[src/rtl/control_sequencer_pkg.sv]
// Shared definitions for the softcore micro-sequencer: opcodes, step encodings
// and control-word bit positions used by the sequencer, datapath and bench.
package control_sequencer_pkg;

  localparam logic [3:0] OP_NOP = 4'h0;
  localparam logic [3:0] OP_LDA = 4'h1;
  localparam logic [3:0] OP_ADD = 4'h2;
  localparam logic [3:0] OP_SUB = 4'h3;
  localparam logic [3:0] OP_STA = 4'h4;
  localparam logic [3:0] OP_LDI = 4'h5;
  localparam logic [3:0] OP_JMP = 4'h6;
  localparam logic [3:0] OP_JC  = 4'h7;
  localparam logic [3:0] OP_JZ  = 4'h8;
  localparam logic [3:0] OP_OUT = 4'hE;
  localparam logic [3:0] OP_HLT = 4'hF;

  typedef enum logic [2:0] {
    T0 = 3'd0,
    T1 = 3'd1,
    T2 = 3'd2,
    T3 = 3'd3,
    T4 = 3'd4
  } step_t;

  // Bus drivers occupy the low bits so the one-driver mask stays contiguous.
  localparam int CW_PC_OUT   = 0;
  localparam int CW_IR_OUT   = 1;
  localparam int CW_RAM_OUT  = 2;
  localparam int CW_A_OUT    = 3;
  localparam int CW_ALU_OUT  = 4;
  localparam int CW_PC_INC   = 5;
  localparam int CW_PC_IN    = 6;
  localparam int CW_MAR_IN   = 7;
  localparam int CW_RAM_IN   = 8;
  localparam int CW_IR_IN    = 9;
  localparam int CW_A_IN     = 10;
  localparam int CW_B_IN     = 11;
  localparam int CW_OUT_IN   = 12;
  localparam int CW_FLAGS_IN = 13;
  localparam int CW_ALU_SUB  = 14;
  localparam int CW_HLT      = 15;
  localparam int CW_W        = 16;

  typedef logic [CW_W-1:0] ctrl_word_t;

  localparam ctrl_word_t BUS_DRV_MASK = ctrl_word_t'(16'h001F);

  function automatic step_t step_after(input step_t s);
    case (s)
      T0:      return T1;
      T1:      return T2;
      T2:      return T3;
      T3:      return T4;
      default: return T0;
    endcase
  endfunction

endpackage

[src/rtl/control_sequencer_rom.sv]
// Combinational microcode: (opcode, step, flags) -> control word and a flag
// marking the final step of the instruction.
module control_sequencer_rom
  import control_sequencer_pkg::*;
(
  input  logic [3:0]  opcode,
  input  step_t       step,
  input  logic        flag_c,
  input  logic        flag_z,
  output ctrl_word_t  cw,
  output logic        last_step
);

  always_comb begin
    cw        = '0;
    last_step = 1'b0;
    case (step)
      T0: begin
        cw[CW_PC_OUT] = 1'b1;
        cw[CW_MAR_IN] = 1'b1;
      end
      T1: begin
        cw[CW_RAM_OUT] = 1'b1;
        cw[CW_IR_IN]   = 1'b1;
        cw[CW_PC_INC]  = 1'b1;
      end
      T2: begin
        case (opcode)
          OP_LDA, OP_ADD, OP_SUB, OP_STA: begin
            cw[CW_IR_OUT] = 1'b1;
            cw[CW_MAR_IN] = 1'b1;
          end
          OP_LDI: begin
            cw[CW_IR_OUT] = 1'b1;
            cw[CW_A_IN]   = 1'b1;
            last_step     = 1'b1;
          end
          OP_JMP: begin
            cw[CW_IR_OUT] = 1'b1;
            cw[CW_PC_IN]  = 1'b1;
            last_step     = 1'b1;
          end
          OP_JC: begin
            cw[CW_IR_OUT] = flag_c;
            cw[CW_PC_IN]  = flag_c;
            last_step     = 1'b1;
          end
          OP_JZ: begin
            cw[CW_IR_OUT] = flag_z;
            cw[CW_PC_IN]  = flag_z;
            last_step     = 1'b1;
          end
          OP_OUT: begin
            cw[CW_A_OUT]  = 1'b1;
            cw[CW_OUT_IN] = 1'b1;
            last_step     = 1'b1;
          end
          OP_HLT: begin
            cw[CW_HLT] = 1'b1;
            last_step  = 1'b1;
          end
          default: last_step = 1'b1;
        endcase
      end
      T3: begin
        case (opcode)
          OP_LDA: begin
            cw[CW_RAM_OUT] = 1'b1;
            cw[CW_A_IN]    = 1'b1;
            last_step      = 1'b1;
          end
          OP_ADD, OP_SUB: begin
            cw[CW_RAM_OUT] = 1'b1;
            cw[CW_B_IN]    = 1'b1;
          end
          OP_STA: begin
            cw[CW_A_OUT]  = 1'b1;
            cw[CW_RAM_IN] = 1'b1;
            last_step     = 1'b1;
          end
          default: last_step = 1'b1;
        endcase
      end
      T4: begin
        // Only ADD/SUB reach T4; anything else just falls back to fetch.
        if (opcode == OP_ADD || opcode == OP_SUB) begin
          cw[CW_ALU_OUT]  = 1'b1;
          cw[CW_A_IN]     = 1'b1;
          cw[CW_FLAGS_IN] = 1'b1;
          cw[CW_ALU_SUB]  = (opcode == OP_SUB);
        end
        last_step = 1'b1;
      end
      default: last_step = 1'b1;
    endcase
  end

endmodule

[src/rtl/control_sequencer.sv]
// Micro-step counter, sticky halt and run gating for the softcore bus
// datapath; decode lives in control_sequencer_rom.
module control_sequencer
  import control_sequencer_pkg::*;
#(
  parameter int BIT_COUNT = 8
) (
  input  logic                 clk,
  input  logic                 rst,
  input  logic                 run_en,
  input  logic [BIT_COUNT-1:0] ir_val,
  input  logic                 flag_c,
  input  logic                 flag_z,
  output logic                 pc_out,
  output logic                 ir_out,
  output logic                 ram_out,
  output logic                 a_out,
  output logic                 alu_out,
  output logic                 pc_inc,
  output logic                 pc_in,
  output logic                 mar_in,
  output logic                 ram_in,
  output logic                 ir_in,
  output logic                 a_in,
  output logic                 b_in,
  output logic                 out_in,
  output logic                 flags_in,
  output logic                 alu_sub,
  output logic                 halted,
  output logic [2:0]           t_state
);

  // state   | meaning
  // T0      | fetch: PC -> MAR
  // T1      | fetch: RAM -> IR, PC++
  // T2..T4  | execute, decoded from ir_val opcode
  // halted  | sticky; counter parked at T0 until rst

  step_t      step_q, step_d;
  logic       halted_q, halted_d;
  ctrl_word_t rom_cw, cw;
  logic       rom_last;
  logic       active;
  logic       unused_ir;

  assign unused_ir = ^ir_val[BIT_COUNT-5:0];

  control_sequencer_rom u_rom (
    .opcode    (ir_val[BIT_COUNT-1 -: 4]),
    .step      (step_q),
    .flag_c    (flag_c),
    .flag_z    (flag_z),
    .cw        (rom_cw),
    .last_step (rom_last)
  );

  assign active = run_en & ~halted_q & ~rst;

  always_ff @(posedge clk) begin
    if (rst) begin
      step_q   <= T0;
      halted_q <= 1'b0;
    end else begin
      step_q   <= step_d;
      halted_q <= halted_d;
    end
  end

  always_comb begin
    step_d   = step_q;
    halted_d = halted_q;
    if (active) begin
      step_d = rom_last ? T0 : step_after(step_q);
      if (rom_cw[CW_HLT]) halted_d = 1'b1;
    end
  end

  assign cw = active ? rom_cw : '0;

  assign pc_out   = cw[CW_PC_OUT];
  assign ir_out   = cw[CW_IR_OUT];
  assign ram_out  = cw[CW_RAM_OUT];
  assign a_out    = cw[CW_A_OUT];
  assign alu_out  = cw[CW_ALU_OUT];
  assign pc_inc   = cw[CW_PC_INC];
  assign pc_in    = cw[CW_PC_IN];
  assign mar_in   = cw[CW_MAR_IN];
  assign ram_in   = cw[CW_RAM_IN];
  assign ir_in    = cw[CW_IR_IN];
  assign a_in     = cw[CW_A_IN];
  assign b_in     = cw[CW_B_IN];
  assign out_in   = cw[CW_OUT_IN];
  assign flags_in = cw[CW_FLAGS_IN];
  assign alu_sub  = cw[CW_ALU_SUB];
  assign halted   = halted_q;
  assign t_state  = step_q;

  a_one_bus_driver : assert property (@(posedge clk) $countones(cw & BUS_DRV_MASK) <= 1);

endmodule
[config.mk]
export PLATFORM = sky130hd
export DESIGN_NAME = control_sequencer
export DESIGN_NICKNAME = d
export VERILOG_FILES = /design/src/rtl/control_sequencer_pkg.sv /design/src/rtl/control_sequencer_rom.sv /design/src/rtl/control_sequencer.sv
export SDC_FILE = /design/constraint.sdc
export NUM_CORES = 1
export LEC_CHECK = 0
export CAP_MARGIN = 20
export CORE_MARGIN = 2
export CORE_UTILIZATION = 37
export CTS_CLUSTER_SIZE = 14
export DETAILED_ROUTE_END_ITERATION = 16
export PLACE_DENSITY = 0.9
export SLEW_MARGIN = 20
export SYNTH_ARGS = -nofsm -noshare
export SYNTH_HDL_FRONTEND = slang
export SYNTH_SLANG_ARGS = --single-unit
[constraint.sdc]
create_clock -name clk -period 2.5 [get_ports clk]
set_input_delay 0.5 -clock clk [delete_from_list [all_inputs] [get_ports clk]]
set_output_delay 0.5 -clock clk [all_outputs]
set_load 0.005 [all_outputs]
== After elaboration in Yosys (flattened, before gate mapping) ==
Index checks and enable logic that the tools add are counted.
Operators by class
  eq/ne operators: 14
  multiplexer cells: 32
  bitwise gates (word level): 4
  reductions and logical operators: 8
Operators by type and width (count)
  2-to-1 mux 1 bit: 20
  == test 4 x 3 -> 1 bit (second input constant): 4
  2-to-1 mux 15 bit: 1
  == test 4 bit (second input constant): 3
  one-hot mux 1 bit (3 select lines): 4
  one-hot mux 3 bit (4 select lines): 1
  == test 4 x 2 -> 1 bit (second input constant): 2
  == test 3 x 2 -> 1 bit (second input constant): 2
  one-hot mux 1 bit (2 select lines): 3
  OR reduction 6 bit: 1
  == test 4 x 1 -> 1 bit (second input constant): 1
  2-to-1 mux 2 bit: 2
  OR reduction 2 bit: 2
  OR reduction 4 bit: 1
  == test 3 x 1 -> 1 bit (second input constant): 1
  == test 3 bit (second input constant): 1
  logical NOT 3 bit: 1
  2-to-1 mux 3 bit: 1
  OR reduction 3 bit: 1
  bitwise AND 1 bit: 2
  inverter 1 bit: 2
  AND reduction 2 bit: 1
  logical OR 1 bit: 1
Word-level totals
  bits in registers: 4
  bits of input ports: 13
  logic and storage cells: 60

== Logic depth before layout (Yosys ltp) ==
  word-level depth: 5
  gate-level depth with buffers: 5

== Modules after synthesis ==
From an unflattened synthesis, not the netlist that was laid out.
Second synthesis, totals
  cell total of the unflattened synthesis: 87
  area, all modules: 615.6 µm²
By module, submodules not included
  control_sequencer_rom: times used 1, cells each 52, area an instance 336.6 µm²
  control_sequencer: times used 1, cells each 35, area an instance 279.0 µm²

== Worst setup path after synthesis ==
OpenSTA, ideal clock, no wires.
  path type: input-to-output
  start point: input ir_val[6]
  end point: output alu_sub
  arrival: 1.527 ns
  data required time: 2.000 ns
  path slack: 0.473 ns
  cell stages on the path: 4
  buffers on the path: 1
  path through: buf_6 > or3b_1 > nor4_2 > and2_1
On the way
  word-level cells in the longest chain between the ends: 5
RTL lines
  start, declared: RTL line control_sequencer.sv:11  | input logic [BIT_COUNT-1:0] ir_val,
  == test 4 x 2 -> 1 bit, on equally long branches: RTL line control_sequencer_rom.sv:86, control_sequencer_rom.sv:90
  logical OR 1 bit: RTL line control_sequencer_rom.sv:86  | if (opcode == OP_ADD || opcode == OP_SUB) begin
  2-to-1 mux 2 bit *: RTL line control_sequencer_rom.sv:86
  2-to-1 mux 2 bit *: RTL line control_sequencer_rom.sv:17  | case (step)
  2-to-1 mux 15 bit *: RTL line control_sequencer.sv:78  | assign cw = active ? rom_cw : '0;
  end, declared: RTL line control_sequencer.sv:28  | output logic alu_sub,
Mark *: on every way between the ends. The rest lies on a longest branch, timed or not.

== Final worst setup path ==
  start point: input rst
  end point: output pc_inc
On the way
  word-level cells in the longest chain between the ends: 3
RTL lines
  start, declared: RTL line control_sequencer.sv:9  | input logic rst,
  inverter 1 bit: RTL line control_sequencer.sv:57  | assign active = run_en & ~halted_q & ~rst;
  bitwise AND 1 bit: RTL line control_sequencer.sv:57
  2-to-1 mux 15 bit: RTL line control_sequencer.sv:78
  end, declared: RTL line control_sequencer.sv:19  | output logic pc_inc,
No other way between the ends.

==> summary.txt <==
Power
  • Leak pwr: 0.512 nW
  • Power Total: 0.000290 W
  • PwrDens: 292 nW/um2
  • Peak supply drop: 0.302 mV

Worst setup path
  • Cells along the critical path: clkdlybuf4s15_1, buf_4, nor4b_4, buf_4, nand2_1, inv_1, clkdlybuf4s50_1
  • Worst Setup Start Kind: input port
  • CP max-delay cell: clkdlybuf4s50_1
  • Reg-to-reg endpoint: halted
  • Required time of the critical path: 2.00 ns
  • R2R Path Start: t_state[2]
  • Family with the most delay on the worst path: buffers and inverters
  • Peak per-stage delay on the critical path: 0.53 ns
  • Worst Setup End Kind: primary output
  • R2R depth: 6
  • R2R setup slack: 0.92 ns
  • CP arrival: 1.96 ns
  • CP Max Fanout: 3
  • Buffers and inverters on the worst path: 5
  • Crit Path Category: in -> out
  • Crit path top cell by count: buf_4
  • Crit. path cell count: 7

Logic synthesis
  • Syn Area/Cell: 7.10 um2
  • Post-synth EDFFs: 0
  • Yosys warns: 0
  • Flops & latches, synth: 4
  • Cell area after synthesis: 483 um2
  • Seq/Total Area, Yosys: 16.6%
  • Fraction of registers with async set/reset: 0%
  • Mapped Nets: 81
  • Post-Synthesis Cells: 68
  • Synth unique cells: 33
  • Ys flop type: dfxtp_1

Hold path
  • Hold Crit Class: reg -> reg
  • Worst hold stages: 2
  • Worst hold path endpoint: t_state[2]
  • Hold path start: t_state[2]

Global routing
  • Total grt overflow: 0
  • Gr usage total: 27.2%
  • Met3 usage in global routing: 5.00%
  • Busiest grt layer: met2
  • Initial antenna violation count: 0
  • Vias in the first global route: 676
  • M1 GR Usage: 26.7%
  • Global-route wire length before repair: 2870 um
  • Grt met2 use: 54.8%
  • Largest net degree at the start of global routing: 10

STA
  • Final setup viols: 0
  • Minimum clock period: 2.46 ns
  • Worst Skew: 0.00108 ns
  • Slew Limit Fails: 0
  • TNS Setup: 0 ns
  • Tcrit/Tclk final: 98.5%
  • Final hold vios: 0
  • Fmax: 0.406 GHz
  • Slew @ Worst Pin: 0.385 ns
  • Max-slew headroom: 74.2%

Placed design
  • Placement Cell Area: 850 um2
  • RD Place Congestion: 0.812
  • I/O Buffers: 27
  • Post-DP HPWL: 1260 um

Layout
  • Final Cell Area: 992 um2
  • Ant. Diodes: 0
  • Final net count: 132
  • Share of cells above drive strength 1: 36.8%
  • Area growth from synthesis to layout: 105%
  • Reg area: 80.1 um2
  • Area of the multi-input gates: 388 um2
  • Fill cells: 89

Routing
  • Via-to-Cell Ratio: 5.67
  • Routed length per placed instance: 16.6 um
  • Post-Route WL: 2190 um
  • Vias: 748
  • DRC violations left: 0
  • Detailed router's first-iteration violation count: 19
  • Post-route ant nets: 0
  • Drt pass-1 iters: 4

Clock network
  • Clk_lat worst skew: 0.24 ns
  • CTS tree: yes
  • Htree depth: 1
  • Max clock buf depth: 2
  • Clock Tree Root: clkbuf_4
  • CTS hold repair buffers: 0
  • Clock Sinks: 4
  • CTS buffer count: 3
  • Clk slew on worst S/H paths: 0.03 ns

Floorplan
  • Initial Utilization: 38.6%
  • Die height: 40.1 um
  • Top Ports: 32
  • # rows: 13
  • Std-Cell Core Area: 1250 um2
  • Die X: 40.1 um
  • Full die area: 1610 um2

Status
  • Status: finished clean

Job
  • Max_cap viols: 0
synthesized netlist by cell type (3+ instances only):
cell type	count	share of area (%)
a21oi_1	5	5.2
buf_4	3	4.7
dfxtp_1	4	17
inv_1	5	3.9
nand2_1	5	3.9
nand2b_1	4	5.2
nand3_1	5	5.2
nand4_1	3	3.9
nor2_1	5	3.9
sequential cells by signal (all words and copies together) (netlist names):
register and flops:
t_state 3, halted 1
area by class of cell:
class | count | area share (%)
timing repair buffer | 52 | 46.8
inverter | 5 | 1.89
tap | 15 | 1.89
multi-input combinational | 53 | 39.1
clock buffer | 3 | 2.27
sequential | 4 | 8.07
metrics by stage:
step	util (%)	hold WS, ns	instances	setup WS, ns
after detailed placement	67.8	0.503	120	-0.376
final	79.2	0.551	132	0.0385
after global placement	67.8	0.499	120	-0.342
after floorplan	-	0.490	68	0.473
after global routing	79.2	0.589	132	-0.0169
after CTS	74.0	0.513	127	-0.124
worst max path at each step:
stage	start	endpoint	slack [ns]
2_1_floorplan	ir_val[6]	alu_sub	0.47
3_3_place_gp	ir_val[5]	a_in	-0.34
3_5_place_dp	ir_val[5]	a_in	-0.38
4_1_cts	ir_val[5]	a_in	-0.12
5_1_grt	rst	pc_inc	-0.02
6_report	rst	pc_inc	0.04
report_power, final:
part           switching, W   total, W  internal [W]
Combinational     0.0000593   0.000130     0.0000709
Sequential       0.00000810  0.0000771     0.0000690
Clock             0.0000286  0.0000824     0.0000538
cell usage in the layout (no fill, tap or decap), drive strengths merged, types with 3 or more instances in the layout:
cell type	count
buf	26
clkdlybuf4s50	10
dlygate4sd2	7
a21oi	6
inv	5
nand3	5
nand2	5
dlymetal6s2s	5
nor2	5
clkbuf	5
nand2b	4
dfxtp	4
nand4	3
cell families after synthesis:
group,Yosys count,synth area share (%)
XOR/XNOR,1,1.81
multiplexers,1,2.07
AO/OA/AOI/OAI,15,20.7
buffers and inverters,11,12.7
flip-flops,4,16.6
AND/OR/NAND/NOR,36,46.1
repair_timing:
item	CTS	global route
resized for setup	26	13
endpoints found under the setup margin	15	11
buffers inserted	4	5
pin swaps	3	5
per-layer routing:
metal	vias up	share of wire [%]
li1	341	-
met1	346	37
met2	51	53
met3	10	6.9
met4	0	3.9
met5	-	0
worst register-to-register path: cells and delay by family, from the launching register on:
family,cells,cell delay (ns)
AND/OR/NAND/NOR,2,0.56
buffers and inverters,3,0.43
flip-flops,1,0.36
AO/OA/AOI/OAI,1,0.15
Note: power is estimated with default switching activity, not from simulation.
